### config.mk
export PLATFORM = sky130hd
export DESIGN_NAME = sram_serial_host
export DESIGN_NICKNAME = d
export VERILOG_FILES = /design/src/rtl/sram_serial_host.sv
export SDC_FILE = /design/constraint.sdc
export NUM_CORES = 1
export LEC_CHECK = 0
export CORE_MARGIN = 5
export CORE_UTILIZATION = 35
export DETAILED_ROUTE_END_ITERATION = 8
export REMOVE_ABC_BUFFERS = 1
export SLEW_MARGIN = 10
export SYNTH_ARGS = -nofsm -noshare
export SYNTH_HDL_FRONTEND = slang
export SYNTH_SLANG_ARGS = --single-unit
### constraint.sdc
create_clock -name clk -period 3.93 [get_ports clk]
set_clock_uncertainty 0.15 [all_clocks]
set_input_delay 1.179 -clock clk [delete_from_list [all_inputs] [get_ports clk]]
set_output_delay 1.179 -clock clk [all_outputs]
set_load 0.01 [all_outputs]
### src/rtl/sram_serial_host.sv
// Host-side driver for a serial-write / parallel-read SRAM macro port.
// Word requests arrive over valid/ready; writes are shifted MSB first and then committed, reads wait for data_valid with a timeout.
module sram_serial_host #(
    parameter int ROWS    = 16,
    parameter int COLS    = 8,
    parameter int TIMEOUT = 16,
    localparam int AW     = (ROWS > 1) ? $clog2(ROWS) : 1
) (
    input  logic            clk,
    input  logic            arst_n,
    input  logic            req_valid,
    output logic            req_ready,
    input  logic            req_write,
    input  logic [AW-1:0]   req_addr,
    input  logic [COLS-1:0] req_wdata,
    output logic            wr_done,
    output logic            rsp_valid,
    output logic [COLS-1:0] rsp_rdata,
    output logic            rsp_timeout,
    output logic            serial_in,
    output logic            shift,
    output logic            w_en,
    output logic            r_en,
    output logic [AW-1:0]   addr,
    input  logic            data_valid,
    input  logic [COLS-1:0] data_out
);

    localparam int CW = (COLS > 1) ? $clog2(COLS) : 1;
    localparam int TW = (TIMEOUT > 1) ? $clog2(TIMEOUT) : 1;

    typedef enum logic [2:0] {
        IDLE,
        SHIFT,
        COMMIT,
        READ,
        WAIT
    } state_t;

    state_t          state_reg, state_next;
    logic [CW-1:0]   bit_cnt_reg, bit_cnt_next;
    logic [TW-1:0]   tmo_cnt_reg, tmo_cnt_next;
    logic [COLS-1:0] wdata_reg, wdata_next;
    logic [AW-1:0]   addr_reg, addr_next;
    logic [COLS-1:0] rdata_reg, rdata_next;
    logic            req_ready_reg, req_ready_next;
    logic            shift_reg, shift_next;
    logic            serial_reg, serial_next;
    logic            w_en_reg, w_en_next;
    logic            wr_done_reg, wr_done_next;
    logic            r_en_reg, r_en_next;
    logic            rsp_valid_reg, rsp_valid_next;
    logic            rsp_timeout_reg, rsp_timeout_next;
    logic            accept;

    // req_ready is only ever set while sitting in IDLE, so it alone qualifies the handshake.
    assign accept = req_valid && req_ready_reg;

    always_comb begin
        state_next       = state_reg;
        bit_cnt_next     = bit_cnt_reg;
        tmo_cnt_next     = tmo_cnt_reg;
        wdata_next       = wdata_reg;
        addr_next        = addr_reg;
        rdata_next       = rdata_reg;
        req_ready_next   = 1'b0;
        shift_next       = 1'b0;
        serial_next      = 1'b0;
        w_en_next        = 1'b0;
        wr_done_next     = 1'b0;
        r_en_next        = 1'b0;
        rsp_valid_next   = 1'b0;
        rsp_timeout_next = 1'b0;

        case (state_reg)
            IDLE: begin
                req_ready_next = 1'b1;
                if (accept) begin
                    req_ready_next = 1'b0;
                    addr_next      = req_addr;
                    if (req_write) begin
                        wdata_next   = req_wdata;
                        bit_cnt_next = '0;
                        state_next   = SHIFT;
                    end else begin
                        state_next = READ;
                    end
                end
            end
            SHIFT: begin
                // Strobes are registered from the current state, so the SRAM sees them one cycle later.
                shift_next  = 1'b1;
                serial_next = wdata_reg[COLS-1];
                wdata_next  = wdata_reg << 1;
                if (bit_cnt_reg == CW'(COLS - 1)) begin
                    state_next = COMMIT;
                end else begin
                    bit_cnt_next = bit_cnt_reg + 1'b1;
                end
            end
            COMMIT: begin
                w_en_next    = 1'b1;
                wr_done_next = 1'b1;
                state_next   = IDLE;
            end
            READ: begin
                r_en_next    = 1'b1;
                tmo_cnt_next = '0;
                state_next   = WAIT;
            end
            WAIT: begin
                // Data is checked before the timeout so a coinciding data_valid wins.
                if (data_valid) begin
                    rdata_next     = data_out;
                    rsp_valid_next = 1'b1;
                    state_next     = IDLE;
                end else if (tmo_cnt_reg == TW'(TIMEOUT - 1)) begin
                    rdata_next       = '0;
                    rsp_valid_next   = 1'b1;
                    rsp_timeout_next = 1'b1;
                    state_next       = IDLE;
                end else begin
                    tmo_cnt_next = tmo_cnt_reg + 1'b1;
                end
            end
            default: begin
                state_next = IDLE;
            end
        endcase
    end

    always_ff @(posedge clk or negedge arst_n) begin
        if (!arst_n) begin
            state_reg       <= IDLE;
            bit_cnt_reg     <= '0;
            tmo_cnt_reg     <= '0;
            wdata_reg       <= '0;
            addr_reg        <= '0;
            rdata_reg       <= '0;
            req_ready_reg   <= 1'b1;
            shift_reg       <= 1'b0;
            serial_reg      <= 1'b0;
            w_en_reg        <= 1'b0;
            wr_done_reg     <= 1'b0;
            r_en_reg        <= 1'b0;
            rsp_valid_reg   <= 1'b0;
            rsp_timeout_reg <= 1'b0;
        end else begin
            state_reg       <= state_next;
            bit_cnt_reg     <= bit_cnt_next;
            tmo_cnt_reg     <= tmo_cnt_next;
            wdata_reg       <= wdata_next;
            addr_reg        <= addr_next;
            rdata_reg       <= rdata_next;
            req_ready_reg   <= req_ready_next;
            shift_reg       <= shift_next;
            serial_reg      <= serial_next;
            w_en_reg        <= w_en_next;
            wr_done_reg     <= wr_done_next;
            r_en_reg        <= r_en_next;
            rsp_valid_reg   <= rsp_valid_next;
            rsp_timeout_reg <= rsp_timeout_next;
        end
    end

    assign req_ready   = req_ready_reg;
    assign wr_done     = wr_done_reg;
    assign rsp_valid   = rsp_valid_reg;
    assign rsp_rdata   = rdata_reg;
    assign rsp_timeout = rsp_timeout_reg;
    assign serial_in   = serial_reg;
    assign shift       = shift_reg;
    assign w_en        = w_en_reg;
    assign r_en        = r_en_reg;
    assign addr        = addr_reg;

endmodule

==> results by group <==
Final layout
  • Final Cell Area: 0.00214 mm²
  • Final nets: 199
  • Synthesis-to-finish area growth: 35.2%
  • Fill cell count: 385
  • Share of cells above drive strength 1: 14.0%
  • Ant diodes: 0

Global route
  • Initial antenna violation count: 0
  • Largest net degree at the start of global routing: 38
  • First-pass GRT wire length: 5780 µm
  • Vias in the first global route: 1179
  • Total gr overflow: 0
  • Total track usage: 12.0%

Timing
  • Peak Freq: 0.370 GHz
  • Final Setup Violations: 0
  • Final max-slew violation count: 0
  • Fin. Hold Viols: 0
  • Fin crit share: 68.9%
  • Sum Neg Setup Slack: 0 ps
  • RSZ-0062 raised after global routing: no
  • Max_slew headroom: 43.5%
  • Final Critical Period: 2710 ps
  • Tightest Pin Transition: 841 ps

Setup path
  • Slowest CP cell: dfstp_2
  • Buffers & Inverters on Critical Path: 1
  • Largest delay share family, worst path: flip-flops
  • Critical Path Max Stage Delay: 550 ps
  • Worst setup SP type: register
  • CP Cell Sequence: clkdlybuf4s50_1
  • Critical path required time: 2600 ps
  • WP data arrival: 1380 ps
  • Critical path class: reg -> out
  • Worst-path fanout max: 4
  • Critical Path End Type: output port

Synthesis
  • Yosys Warn Count: 0
  • Sequential share of the synthesized area: 58.5%
  • Synthesized area per cell: 12.7 µm²
  • Syn Inst Count: 125
  • #FFs+latches synth: 37
  • EDFF count, synth: 0
  • Yosys cell types: 40
  • Cell area after synthesis: 0.00158 mm²
  • Top FF cell, synth: dfrtp_1
  • FFs w/ async S/R, synth: 100%

Routing
  • Routed Antenna Nets: 0
  • DR iter-0 viols: 41
  • Drt pass-1 iters: 4
  • Via count: 1160
  • WL final: 3330 µm
  • DR WL/cell: 14.9 µm
  • Via density: 5.18
  • DR DRC count: 0

Run status
  • Status: finished clean

Power
  • Peak supply drop: 0.000192 V
  • Static Leak: 0.944 nW
  • P per Cell Area: 721 mW/mm²

Clock network
  • Clock transition at path regs: 70 ps
  • Resized Gates After CTS: 0
  • Clk_lat worst skew: 280 ps
  • CTS tree: built
  • Clk sinks: 37
  • Total CTS buffers: 5
  • Root buffer cell: clkbuf_8
  • Post-CTS setup buffer count: 0
  • H-Tree Depth: 2
  • Hold buffer count at CTS: 0
  • CTS Buffer Depth: 2

Floorplanning
  • Full die area: 0.00597 mm²
  • Initial Utilization: 36.1%
  • DIE HEIGHT: 77.3 µm
  • Placeable core area: 0.00438 mm²
  • Die X: 77.3 µm
  • IO Count: 45
  • Rows: 24

Place
  • IO buf count: 44
  • DPL Wire Length: 2470 µm
  • DP Area: 0.00205 mm²
  • Routability cong.: 0.763

Min path
  • Worst min path class: reg -> reg

Run
  • Maxcap violations: 0
-- routing by layer --
| layer | part of all wire (%) | vias up | track usage [%] |
|---|---|---|---|
| li1 | - | 553 | - |
| met3 | 5.2 | 7 | 3.51 |
| met5 | 0 | - | 0 |
| met1 | 46 | 568 | 16.1 |
| met2 | 47 | 32 | 17.5 |
| met4 | 2.1 | 0 | 5.67 |
-- per-stage QoR --
step	setup WS, ps	hold slack (ps)	util (%)	power (W)	cells
final	1220	347	48.9	0.00154	224
after global routing	1170	374	48.9	0.00165	224
after CTS	1220	353	48.9	0.00157	224
after detailed placement	955	334	46.8	0.00130	216
after global placement	1010	320	46.8	0.00126	216
after floorplan	1600	305	-	0.00101	120
-- path summary, 6_finish.rpt --
| kind | from | to | slack [ps] | cells after the start |
|---|---|---|---|---|
| max | req_ready | req_ready | 1220 | 1 |
| min | wdata_reg[7] | serial_in | 350 | 1 |
| max reg2reg | tmo_cnt_reg[0] | rsp_rdata[4] | 1960 | 4 |
| min reg2reg | wdata_reg[7] | serial_in | 350 | 1 |
| max in group asynchronous | arst_n | addr[2] | 2280 | 1 |
| min in group asynchronous | arst_n | rsp_rdata[5] | 840 | 1 |
-- layout make-up --
class	count	area [µm²]	area share, %
Sequential cell	37	927	43.3
Clock buffer	8	90.1	4.21
Multi-Input combinational cell	77	602	28.1
Inverter	6	22.5	1.05
Tap cell	52	65.1	3.04
Timing Repair Buffer	44	435	20.3
-- cells in the mapped netlist (2+ instances only) --
master | count | area share (%)
mux2_2 | 4 | 2.8
nand2_1 | 9 | 2.1
mux2i_1 | 3 | 1.9
buf_2 | 2 | 0.63
o221a_2 | 7 | 5.0
nand2b_1 | 7 | 2.8
o21ai_0 | 3 | 0.95
dfrtp_1 | 36 | 57
a21o_1 | 2 | 0.95
ha_1 | 3 | 2.4
a22o_1 | 11 | 6.1
a31o_2 | 2 | 1.1
and2_1 | 3 | 1.2
inv_1 | 6 | 1.4
nor3_1 | 2 | 0.63
-- where the power goes --
part	switching (W)	total, W	internal (W)	leakage (nW)
clock	0.000120	0.000262	0.000143	0.0455
combinational	0.000248	0.000623	0.000375	0.435
sequential	0.000119	0.000659	0.000540	0.463
total	0.000486	0.00154	0.00106	0.944
-- cell families (layout without fill, tap and decap cells) --
| kind of cell | Yosys count | count (layout) | synth area share, % |
|---|---|---|---|
| AND/OR/NAND/NOR | 35 | 35 | 13.5 |
| flip-flops | 37 | 37 | 58.5 |
| buffers and inverters | 11 | 58 | 3.48 |
| adder cells (fa/ha/maj) | 3 | 3 | 2.37 |
| multiplexers | 7 | 7 | 4.74 |
| AO/OA/AOI/OAI | 32 | 32 | 17.4 |
-- cell usage in the layout (no fill, tap or decap), types with 2 or more instances in the layout --
cell type        count
a21o_1               2
a22o_1              11
a31o_2               2
and2_1               3
clkbuf_1             2
clkbuf_8             6
clkdlybuf4s50_1     43
dfrtp_1             36
ha_1                 3
inv_1                6
mux2_2               4
mux2i_1              3
nand2_1              9
nand2b_1             7
nor3_1               2
o21ai_0              3
o221a_2              7
No activity file was read; power rests on OpenSTA's default activity.
